**src/rtl/datapath_seq.sv**
```systemverilog
// datapath_seq
//   Sequenced datapath: register file, A/B operand registers, a one-bit
//   shifter on B, a four-operation ALU, the C result register and the N/Z/V
//   status flags. One start/ready handshake runs a whole instruction:
//   read A, read B, execute, write back. A load instruction skips straight
//   to write back.
//
// Ports
//   clk, rst_n          rising-edge clock, synchronous active-low reset
//   start / ready       instruction request; taken when start && ready
//   op_load             1 = load datapath_in into rd, 0 = ALU instruction
//   rd, rn, rm          destination, source A and source B register numbers
//   shift_op            00 none, 01 LSL1, 10 LSR1, 11 ASR1 (applied to B)
//   alu_op              00 ADD, 01 SUB (A-B), 10 AND, 11 NOT B
//   sel_A, sel_B        force A operand to 0 / use sign-extended imm as B
//   imm                 immediate field
//   wb_en               write the ALU result to rd (0 = compare only)
//   datapath_in         load data, sampled when the instruction is accepted
//   datapath_out        C register
//   Z_out, N_out, V_out status flags of the last ALU instruction
//   done                one-cycle pulse as the instruction retires
module datapath_seq #(
  parameter int DATA_W = 16,
  parameter int NREGS  = 8,
  parameter int ADDR_W = $clog2(NREGS),
  parameter int IMM_W  = 5
) (
  input  logic              clk,
  input  logic              rst_n,
  input  logic              start,
  output logic              ready,
  input  logic              op_load,
  input  logic [ADDR_W-1:0] rd,
  input  logic [ADDR_W-1:0] rn,
  input  logic [ADDR_W-1:0] rm,
  input  logic [1:0]        shift_op,
  input  logic [1:0]        alu_op,
  input  logic              sel_A,
  input  logic              sel_B,
  input  logic [IMM_W-1:0]  imm,
  input  logic              wb_en,
  input  logic [DATA_W-1:0] datapath_in,
  output logic [DATA_W-1:0] datapath_out,
  output logic              Z_out,
  output logic              N_out,
  output logic              V_out,
  output logic              done
);

  typedef enum logic [2:0] {IDLE, RD_A, RD_B, EXEC, WB} state_t;

  state_t r_state;
  state_t w_nextState;

  logic [DATA_W-1:0] r_regs [NREGS];
  logic [DATA_W-1:0] r_a;
  logic [DATA_W-1:0] r_b;
  logic [DATA_W-1:0] r_c;
  logic              r_n;
  logic              r_z;
  logic              r_v;

  // Instruction fields held for the whole instruction, so the decoder is
  // free to move on as soon as the request is accepted.
  logic              r_opLoad;
  logic [ADDR_W-1:0] r_rd;
  logic [ADDR_W-1:0] r_rn;
  logic [ADDR_W-1:0] r_rm;
  logic [1:0]        r_shiftOp;
  logic [1:0]        r_aluOp;
  logic              r_selA;
  logic              r_selB;
  logic [IMM_W-1:0]  r_imm;
  logic              r_wbEn;
  logic [DATA_W-1:0] r_loadData;

  logic [DATA_W-1:0] w_immExt;
  logic [DATA_W-1:0] w_shifted;
  logic [DATA_W-1:0] w_opA;
  logic [DATA_W-1:0] w_opB;
  logic [DATA_W-1:0] w_result;
  logic              w_ovf;

  // State register.
  always_ff @(posedge clk) begin
    if (!rst_n) r_state <= IDLE;
    else        r_state <= w_nextState;
  end

  // Next-state logic; loads go straight to write back since they need
  // neither operand nor the ALU.
  always_comb begin
    w_nextState = r_state;
    case (r_state)
      IDLE:    if (start) w_nextState = op_load ? WB : RD_A;
      RD_A:    w_nextState = RD_B;
      RD_B:    w_nextState = EXEC;
      EXEC:    w_nextState = WB;
      WB:      w_nextState = IDLE;
      default: w_nextState = IDLE;
    endcase
  end

  assign ready = (r_state == IDLE);
  assign done  = (r_state == WB);

  // Size cast of a signed value sign-extends the immediate to DATA_W.
  assign w_immExt = DATA_W'($signed(r_imm));

  // Shifter on B, then operand selection and the ALU. Overflow only has
  // meaning for ADD/SUB; the logical ops report V = 0.
  always_comb begin
    w_shifted = r_b;
    case (r_shiftOp)
      2'b01:   w_shifted = {r_b[DATA_W-2:0], 1'b0};
      2'b10:   w_shifted = {1'b0, r_b[DATA_W-1:1]};
      2'b11:   w_shifted = {r_b[DATA_W-1], r_b[DATA_W-1:1]};
      default: w_shifted = r_b;
    endcase

    w_opA = r_selA ? '0 : r_a;
    w_opB = r_selB ? w_immExt : w_shifted;

    w_result = '0;
    w_ovf    = 1'b0;
    case (r_aluOp)
      2'b00: begin
        w_result = w_opA + w_opB;
        w_ovf    = (w_opA[DATA_W-1] == w_opB[DATA_W-1]) &&
                   (w_result[DATA_W-1] != w_opA[DATA_W-1]);
      end
      2'b01: begin
        w_result = w_opA - w_opB;
        w_ovf    = (w_opA[DATA_W-1] != w_opB[DATA_W-1]) &&
                   (w_result[DATA_W-1] != w_opA[DATA_W-1]);
      end
      2'b10:   w_result = w_opA & w_opB;
      default: w_result = ~w_opB;
    endcase
  end

  // Datapath registers. Each stage touches only its own registers, and the
  // register file is written on the edge leaving WB, before the next
  // instruction can reach RD_A, so no forwarding path is needed.
  always_ff @(posedge clk) begin
    if (!rst_n) begin
      for (int i = 0; i < NREGS; i++) r_regs[i] <= '0;
      r_a        <= '0;
      r_b        <= '0;
      r_c        <= '0;
      r_n        <= 1'b0;
      r_z        <= 1'b0;
      r_v        <= 1'b0;
      r_opLoad   <= 1'b0;
      r_rd       <= '0;
      r_rn       <= '0;
      r_rm       <= '0;
      r_shiftOp  <= '0;
      r_aluOp    <= '0;
      r_selA     <= 1'b0;
      r_selB     <= 1'b0;
      r_imm      <= '0;
      r_wbEn     <= 1'b0;
      r_loadData <= '0;
    end else begin
      case (r_state)
        IDLE: begin
          if (start) begin
            r_opLoad   <= op_load;
            r_rd       <= rd;
            r_rn       <= rn;
            r_rm       <= rm;
            r_shiftOp  <= shift_op;
            r_aluOp    <= alu_op;
            r_selA     <= sel_A;
            r_selB     <= sel_B;
            r_imm      <= imm;
            r_wbEn     <= wb_en;
            r_loadData <= datapath_in;
          end
        end
        RD_A: r_a <= r_regs[r_rn];
        RD_B: r_b <= r_regs[r_rm];
        EXEC: begin
          r_c <= w_result;
          r_n <= w_result[DATA_W-1];
          r_z <= (w_result == '0);
          r_v <= w_ovf;
        end
        WB: begin
          if (r_opLoad)    r_regs[r_rd] <= r_loadData;
          else if (r_wbEn) r_regs[r_rd] <= r_c;
        end
        default: ;
      endcase
    end
  end

  assign datapath_out = r_c;
  assign Z_out        = r_z;
  assign N_out        = r_n;
  assign V_out        = r_v;

endmodule

```
**config.mk**
```make
export PLATFORM = sky130hd
export DESIGN_NAME = datapath_seq
export DESIGN_NICKNAME = d
export VERILOG_FILES = /design/src/rtl/datapath_seq.sv
export SDC_FILE = /design/constraint.sdc
export NUM_CORES = 1
export LEC_CHECK = 0
export BUFFER_PORTS_ARGS = -buffer_cell sky130_fd_sc_hd__buf_4
export CAP_MARGIN = 10
export CORE_ASPECT_RATIO = 0.75
export CORE_MARGIN = 2
export CORE_UTILIZATION = 32
export CTS_BUF_LIST = sky130_fd_sc_hd__clkbuf_16
export DETAILED_ROUTE_END_ITERATION = 7
export HOLD_SLACK_MARGIN = 0.1
export PLACE_DENSITY_LB_ADDON = 0.2
export SLEW_MARGIN = 40
export SYNTH_ARGS = -nofsm -noshare
export SYNTH_HDL_FRONTEND = slang
export SYNTH_SLANG_ARGS = --single-unit
```
**constraint.sdc**
```tcl
create_clock -name clk -period 4.09 [get_ports clk]
set_input_delay 0.818 -clock clk [delete_from_list [all_inputs] [get_ports clk]]
set_output_delay 0.818 -clock clk [all_outputs]
set_load 0.005 [all_outputs]
```
==> metrics.txt, run 1 <==
total negative slack=0 ns; Max Cap Viol=0; hold path startpoint=r_loadData[13]; Clock Skews=0.02377 ns; full die area=40060 sq um; Warnings, synthesis=0; Worst R2R Setup Slack=0.26 ns; Synth Register Bits=219; number of port buffers=61; initial core utilization=32.31%; Lkg Pwr=0.005298 uW; CP Max Fanout=10; sequential share of the synthesized area=46.03%; ys flop type=edfxtp_1; Worst Setup SP=r_shiftOp[0]; first-pass GRT wire length=59.79 mm; peak supply drop=0.0002664 V; FP Rows=62; vias=9450; WS Path Type=reg -> reg; CTS tree=built; Netlist cell types=72; Net Count, Synth=1255; Ports=62; CP Capture Point=Z_out; Synth area leader=edfxtp_1; Final Total Pwr=5971 uW; Die Y=173.8 um; post-synthesis instance total=1180; hold path depth=2; clk sinks=219; largest net degree at the start of global routing=65; core area=38090 sq um; Fmax=261.2 MHz; Area Overhead vs Synth=17.33%; drt drc=0; H-tree levels=1; Slew headroom=48.61%; RSZ-0062 raised after global routing=no; worst setup margin=0.2617 ns; CTS Buf Count=25; Final Setup Violations=0; nature of the critical path endpoint=flip-flop; FF-to-FF Start=r_shiftOp[0]; final hold viol count=0; Avg Inst Size Synth=10.43 sq um; startpoint types=flip-flop; Initial DRC Count=839; Via density=5.294; Final Critical Period=3.828 ns; FF-to-FF path depth=16; vias in the first global route=9434; worst path required time=4.56 ns; Design Area, Final=14440 sq um; layout cell share with drive strength beyond 1=20.82%; fin nets=1330; cts hold-fix bufs=0; drt first pass iters=5; final WL=38.96 mm; Clock Tree Root=clkbuf_16; Max Slew Vio Count=0; Async SR Flop Fraction=0%; Clock Path Buffers=3; Crit Reg-Reg Endpoint=Z_out; crit share post-route=93.60%; DP HPWL=27.25 mm; Post-synth EDFFs=128; worst-margin pin slew=0.7680 ns; status=complete, no violations; Synth top area share=31.23%; Chip Width=230.4 um; Placer Congestion=0.8741; Antenna Cells=0; Overflow after GRT=0; pre-CTS WS=0.1217 ns; wire per inst=21.83 um; synthesized area=12310 sq um; Antenna Nets Post-Route=0; Skew-Pair Late Insertion Delay=0.55 ns; Total GRT Usage=19.67%; Worst-path clk slew=0.06 ns; synth top area cells=edfxtp_1, dfxtp_1, mux4_2; pwr dens=413.5 nW/um^2; initial antenna violation count=0; WP data arrival=4.30 ns; DP Area=13610 sq um; HP Class=reg -> reg
## layout make-up
class	instances	area, sq um
fill	3750	23650
multi-input combinational	845	6221
sequential	219	5670
timing repair buffer	132	1007
clock buffer	27	675.6
tap	512	640.6
inverter	32	120.1
clock inverter	18	105.1
## synth_stat cells (all sizes together) (3+ instances only)
library cell	number
nor2	202
nand2	129
edfxtp	128
dfxtp	91
mux2i	80
a21oi	78
mux4	64
clkbuf	58
a211oi	51
o21ai	35
ha	32
inv	31
nor2b	28
buf	26
nor3	18
nand3	10
xnor2	10
a21o	8
a31oi	7
nand2b	6
o211ai	5
o21a	5
a2111oi	4
and2	4
nand4	4
nor4	4
o31ai	4
o41ai	4
xor2	4
and3	3
mux2	3
nand3b	3
nor3b	3
or2	3
or3	3
## cells in the final DEF, fill, tap and decap left out, types with 4 or more instances in the layout
cell,count
dfxtp_1,87
nor2b_1,27
nand3_1,10
nor2_1,201
xor2_1,4
xnor2_1,10
dfxtp_2,4
nor3_1,17
o21ai_1,7
nand2b_1,6
clkbuf_16,27
inv_2,4
o211ai_1,5
nand4_1,4
buf_4,130
inv_1,41
nand2_1,129
mux4_2,64
a21o_1,8
o21a_1,5
a31oi_1,5
edfxtp_1,128
a211oi_1,49
ha_1,32
o21ai_0,28
mux2i_1,80
a21oi_1,77
## cells by family after synthesis
family                     after synthesis  synth area share, %
AOI/OAI and AO/OA                      222                12.00
and+or+nand+nor                        428                15.01
xor gates and xnor gates                14               0.9963
buffers and inverters                  116                3.894
muxes                                  147                18.49
adders and majority gates               34                3.579
DFF                                    219                46.04
## sequential cells by signal, indices dropped and copies added (netlist names)
name / count
r_opLoad: 1
r_wbEn: 1
r_rn: 3
r_imm: 5
r_shiftOp: 2
r_rm: 3
r_loadData: 16
r_aluOp: 2
r_a: 16
r_selA: 1
r_b: 16
Z_out: 1
r_regs: 128
r_state: 3
V_out: 1
r_rd: 3
r_selB: 1
datapath_out: 16
## critical path: stages (launching register included)
cell      delay (ns)
dfxtp_2         0.42
buf_4           0.17
buf_4           0.20
mux2i_1         0.19
o21ai_0         0.09
mux2i_1         0.21
inv_1           0.07
ha_1            0.35
a21oi_1         0.28
a21oi_1         0.15
a211oi_1        0.22
nor2_1          0.08
or3_1           0.33
a31oi_2         0.29
nand4_1         0.15
or4_1           0.43
o21ai_1         0.13
## per-layer routing
layer / vias to the layer above / track usage (%) / wire (um)
met1: 4681 / 30.33 / 19530
met4: 0 / 4.355 / 826
li1: 4451 / - / -
met2: 273 / 28.94 / 16490
met5: - / 0 / 0
met3: 45 / 2.895 / 2124
## what timing repair did
action,in CTS,in global routing
buffers inserted,0,0
setup endpoints to repair,0,2
gates resized for setup,0,9
## power by group
part | internal (uW) | switching, uW
logic | 540 | 741
registers | 2430 | 95.4
clock network | 1240 | 920
total | 4210 | 1760
## through the flow
stage               instances  utilization [%]  hold WS [ns]
CTS                      1785            37.78        0.4563
detailed placement       1740            35.73        0.4483
global placement         1740            35.72        0.4442
floorplan                1180                -        0.4360
global route             1785            37.91        0.4775
finish                   1785            37.91        0.4556
## worst min-delay path by stage
stage / slack (ns) / end
after floorplan: 0.44 / r_imm[1]
after global placement: 0.44 / r_loadData[1]
after detailed placement: 0.45 / r_loadData[13]
after CTS: 0.46 / r_loadData[13]
after global routing: 0.48 / r_loadData[7]
final: 0.46 / r_loadData[13]
No activity file was read; power rests on OpenSTA's default activity.
==> run 2: changes to the inputs <==
--- a/config.mk
+++ b/config.mk
@@ -15,4 +15,5 @@
 export HOLD_SLACK_MARGIN = 0.1
 export PLACE_DENSITY_LB_ADDON = 0.2
+export RECOVER_POWER = 100
 export SLEW_MARGIN = 40
 export SYNTH_ARGS = -nofsm -noshare
==> constraint.sdc (replaced) <==
create_clock -name clk -period 4.09 [get_ports clk]
set_input_delay 0.409 -clock clk [delete_from_list [all_inputs] [get_ports clk]]
set_output_delay 0.409 -clock clk [all_outputs]
set_load 0.005 [all_outputs]
==> metrics.txt, run 2 (synthesis results as in run 1) <==
status=finished, violations left; Fmax=257.7 MHz (-1.4%); number of port buffers=61 (unchanged); initial antenna violation count=1 (+1); layout cell share with drive strength beyond 1=18.25% (-2.6 points); HP Class=in -> reg; Crit Reg-Reg Endpoint=Z_out; Worst R2R Setup Slack=0.21 ns (-0.05 ns); H-tree levels=1 (unchanged); Clock Tree Root=clkbuf_16; CP delay by family, top=compound AO/OA/AOI/OAI gates; Max Cap Viol=1 (+1); Layout Utilization=38.01% (+0.099 points); Lkg Pwr=0.005226 uW (-1.4%); worst path required time=4.55 ns (about the same); Critical Path Max Stage Delay=0.55 ns (+0.12 ns); Max Slew Vio Count=31 (+31); Ports=62 (unchanged); hold path startpoint=wb_en; final hold viol count=0 (unchanged); number of flip-flops in the largest register=128 (unchanged); CTS Buf Count=26 (+4.0%); largest reg by FF count=r_regs; worst setup margin=0.2088 ns (-0.05289 ns); CTS tree=built; Hold EP=r_wbEn; WS Path Type=reg -> reg; startpoint types=flip-flop; Chip Width=230.4 um (unchanged); core area=38090 sq um (unchanged); commonest cells after routing, fill and taps aside=nor2_1, nand2_1, edfxtp_1; pre-CTS WS=0.1401 ns (+0.01836 ns); crit share post-route=94.89% (+1.3 points); wire per inst=21.57 um (-1.2%); Antenna Cells=0 (unchanged); vias=9618 (+1.8%); Slew headroom=-41.29% (-90 points); fin nets=1348 (+1.4%); largest net degree at the start of global routing=49 (-25%); Antenna Nets Post-Route=0 (unchanged); Final Setup Violations=0 (unchanged); failing checks=capacitance limit, slew limit; drt first pass iters=5 (unchanged); Total GRT Usage=19.32% (-0.35 points); CP max-delay cell=o21ai_0; Final Total Pwr=5954 uW (-0.28%); nature of the critical path endpoint=flip-flop; full die area=40060 sq um (unchanged); most common cell after layout, fill and taps aside=nor2_1; CP Cell Sequence=buf_4, nor2b_1, o31a_1, inv_1, ha_1, and2b_1, a221oi_2, a211oi_1, a21oi_1, xnor2_1, o21ai_0, nand4_1, or4_1, o21ai_1; DP HPWL=27.06 mm (-0.69%); WP data arrival=4.35 ns (+0.05 ns); RSZ-0062 raised after global routing=no; Die Y=173.8 um (unchanged); Area Overhead vs Synth=17.64%; first-pass GRT wire length=58.82 mm (-1.6%); Overflow after GRT=0 (unchanged); drt drc=0 (unchanged); Critical path buffers and inverters=2 (-1); hold path depth=3 (+1); final WL=38.94 mm (about the same); total negative slack=0 ns (unchanged); worst-margin pin slew=2.116 ns (+1.348 ns); Clock Skews=0.01684 ns (-0.006922 ns); pwr dens=411.3 nW/um^2 (-0.54%); Via density=5.329 (+0.65%); Worst-path clk slew=0.06 ns (about the same); Final Critical Period=3.881 ns (+0.05289 ns); Placer Congestion=0.9171 (+4.9%); FF-to-FF path depth=14 (-2); vias in the first global route=9353 (-0.86%); Skew-Pair Late Insertion Delay=0.55 ns (about the same); FP Rows=62 (unchanged); peak supply drop=0.0002950 V (+11%); Clock Path Buffers=3 (unchanged); clk sinks=219 (unchanged); CP Max Fanout=26 (+16); initial core utilization=32.31% (unchanged); Initial DRC Count=797 (-5.0%); FF-to-FF Start=r_shiftOp[1]
==> run 2: cell types whose count changed in the layout (fill, tap and decap cells not counted), moves of 4 or more <==
cell           previous run  this run
clkinv_1                  1         6
clkbuf_1                  0        29
clkbuf_4                  0        19
buf_4                   130        82
dlygate4sd3_1             0        15
inv_1                    41        37
==> run 2: worst register-to-register path, cell delays in order (launching register included) <==
cell	delay, ns
dfxtp_1	0.42
buf_4	0.29
nor2b_1	0.16
o31a_1	0.17
inv_1	0.06
ha_1	0.42
and2b_1	0.23
a221oi_2	0.39
a211oi_1	0.14
a21oi_1	0.18
xnor2_1	0.08
o21ai_0	0.55
nand4_1	0.17
or4_1	0.42
o21ai_1	0.13
==> run 2: what timing repair did <==
item / CTS / global route
hold buffers: 15 / 0
buffers inserted: 0 / 1
gates resized for setup: 0 / 9
endpoints found under the setup margin: 0 / 5
hold endpoints to repair: 15 / 0
==> run 2: worst max path at each step <==
stage                 start                to  slack [ns]  cells after the start
6_report       r_shiftOp[1]             Z_out        0.21                     14
5_1_grt        r_shiftOp[0]             Z_out       0.001                     15
4_1_cts        r_shiftOp[0]             Z_out         0.1                     15
3_5_place_dp   r_shiftOp[0]             Z_out        0.14                     15
3_3_place_gp   r_shiftOp[0]             Z_out        0.19                     15
2_1_floorplan  r_shiftOp[0]  datapath_out[14]        0.73                     17
==> run 2: metrics by stage <==
stage,cell area [sq um],instances,hold WS (ns)
6_report,14480,1805,0.1203
5_1_grt,14480,1805,0.1132
4_1_cts,14570,1804,0.1014
3_5_place_dp,13630,1741,0.4465
3_3_place_gp,13590,1740,0.4423
2_1_floorplan,12310,1180,0.4360
==> run 2: power by group <==
| group | internal, uW | leakage [uW] | switching, uW |
|---|---|---|---|
| logic | 525 | 0.00275 | 737 |
| clock network | 1220 | 0.000412 | 947 |
| registers | 2430 | 0.00207 | 95.0 |
==> run 2: routing by layer <==
layer  vias to the layer above  global-route usage (%)  wire length [um]
met5                         -                       0                 0
met1                      4769                   30.13             19490
li1                       4497                       -                 -
met2                       300                   28.00             16250
met3                        52                   2.944              2296
met4                         0                   4.086               905
==> run 2: final cells by class <==
cell class / instances / area, sq um
repair buffers: 149 / 1044
inverters: 32 / 122.6
well taps: 512 / 640.6
multi-input cells: 845 / 6215
flip-flops and latches: 219 / 5667
clock buffers: 26 / 650.6
clock inverters: 22 / 138.9
fillers: 3771 / 23610
==> run 3: changes to the inputs <==
- CORE_UTILIZATION: 32 -> 25
==> metrics.txt, run 3 (synthesis results as in run 1) <==
largest reg by FF count=r_regs; Worst R2R Setup Slack=0.24 ns (+0.03 ns); Via density=4.871 (-8.6%); final hold viol count=0 (unchanged); Fmax=259.6 MHz (+0.74%); startpoint types=flip-flop; worst path required time=4.55 ns (about the same); pre-CTS WS=0.1785 ns (+0.03839 ns); Clock Path Buffers=3 (unchanged); Placer Congestion=0.9244 (+0.80%); Lkg Pwr=0.005187 uW (-0.74%); first-pass GRT wire length=61.81 mm (+5.1%); Cell Count, Final, Fillers Out=1930 (+6.9%); switching pwr=1746 uW (-1.8%); Slew headroom=-57.21% (-16 points); Total GRT Usage=15.98% (-3.3 points); Max Cap Viol=2 (+1); worst setup margin=0.2372 ns (+0.02839 ns); largest net degree at the start of global routing=40 (-18%); Final Total Pwr=5859 uW (-1.6%); Clock Tree Root=clkbuf_16; crit share post-route=94.20% (-0.69 points); vias in the first global route=9586 (+2.5%); drt first pass iters=5 (unchanged); Chip Width=260.2 um (+13%); Multi-input gate area=6207 sq um (-0.12%); initial antenna violation count=1 (unchanged); core area=48700 sq um (+28%); Area Overhead vs Synth=18.01%; fin nets=1338 (-0.74%); Max Slew Vio Count=62 (+100%); Skew-Pair Late Insertion Delay=0.54 ns (about the same); Final Setup Violations=0 (unchanged); nature of the critical path endpoint=flip-flop; pwr dens=403.5 nW/um^2 (-1.9%); Worst-path clk slew=0.06 ns (about the same); most common cell after layout, fill and taps aside=nor2_1; clk sinks=219 (unchanged); RSZ-0062 raised after global routing=no; drt drc=0 (unchanged); H-tree levels=1 (unchanged); Final Critical Period=3.853 ns (-0.02839 ns); FP Rows=70 (+13%); final WL=40.38 mm (+3.7%); Clock Skews=0.01560 ns (-0.001243 ns); part of the power in combinational logic=21.2% (about the same); number of port buffers=61 (unchanged); dpl cells=1872 (+7.5%); Pint=4113 uW (-1.5%); Die Y=196.1 um (+13%); CP Max Fanout=18 (-31%); FF/Latch Area=5669 sq um (about the same); commonest cells after routing, fill and taps aside=nor2_1, nand2_1, edfxtp_1; sequential power share=43.3% (+0.8 points); switching portion of total power=29.80% (-0.069 points); peak supply drop=0.0002650 V (-10%); Initial DRC Count=726 (-8.9%); layout cell share with drive strength beyond 1=18.25% (about the same); Overflow after GRT=0 (unchanged); number of flip-flops in the largest register=128 (unchanged); vias=9401 (-2.3%); worst-margin pin slew=2.357 ns (+0.2404 ns); initial core utilization=25.27% (-7.0 points); Antenna Nets Post-Route=0 (unchanged); total negative slack=0 ns (unchanged); fill cell count=5149 (+37%); WS Path Type=reg -> reg; Ports=62 (unchanged); wire per inst=20.92 um (-3.0%); failing checks=capacitance limit, slew limit; CTS Buf Count=25 (-3.8%); status=finished, violations left; CTS tree=built; Antenna Cells=0 (unchanged); HP Class=in -> reg; Clock power frac=35.6% (-0.7 points); WP data arrival=4.31 ns (-0.04 ns); full die area=51040 sq um (+27%); DP HPWL=28.73 mm (+6.1%)
run 3: path summary, 6_finish.rpt:
kind                  from             to  cells after the start
max                 r_selB          Z_out                     15
min                  rd[1]        r_rd[1]                      3
max reg2reg         r_selB          Z_out                     15
min reg2reg  r_loadData[1]  r_loadData[1]                      2
run 3: power by group through the flow:
| stage | Sequential, uW | Clock [uW] | Combinational (uW) |
|---|---|---|---|
| floorplan | 2520 | 0 | 877 |
| global placement | 2580 | 0 | 1240 |
| detailed placement | 2580 | 0 | 1230 |
| CTS | 2530 | 2140 | 1250 |
| global route | 2550 | 2230 | 1360 |
| finish | 2530 | 2080 | 1240 |
run 3: through the flow:
stage	util (%)	area, sq um	hold slack, ns
2_1_floorplan	-	12310	0.4360
3_3_place_gp	28.20	13730	0.4459
3_5_place_dp	28.20	13730	0.4496
4_1_cts	29.98	14600	0.1024
5_1_grt	29.82	14520	0.1124
6_report	29.82	14520	0.1170
run 3: what timing repair did:
item                                    CTS  global route
gates resized for setup                   0            10
endpoints found under the setup margin    0             3
endpoints found under the hold margin    12             0
buffers inserted                          0             0
hold buffers                             12             0
run 3: area by class of cell:
| class | instances | area share [%] |
|---|---|---|
| flip-flops and latches | 219 | 39.04 |
| repair buffers | 140 | 6.677 |
| multi-input cells | 845 | 42.74 |
| well taps | 648 | 5.583 |
| clock buffers | 25 | 4.308 |
| inverters | 32 | 0.8271 |
| clock inverters | 21 | 0.8271 |
run 3: worst max-delay path, cell delays in order, from the launching register on:
cell and delay (ns):
dfxtp_1 0.40, buf_4 0.30, nand2_1 0.20, o31a_1 0.18, inv_1 0.07, ha_1 0.32, buf_4 0.20, nor3_2 0.16
a221oi_2 0.11, a2bb2oi_2 0.30, a21oi_1 0.14, or3_1 0.36, a31oi_1 0.31, nand4_1 0.14, or4_1 0.42, o21ai_1 0.14
run 3: metal layers:
layer	up-vias	global-route usage [%]	part of all wire (%)
li1	4461	-	-
met1	4637	24.02	50
met2	249	24.61	44
met3	54	1.873	4.5
met4	0	3.132	2.0
met5	-	0	0
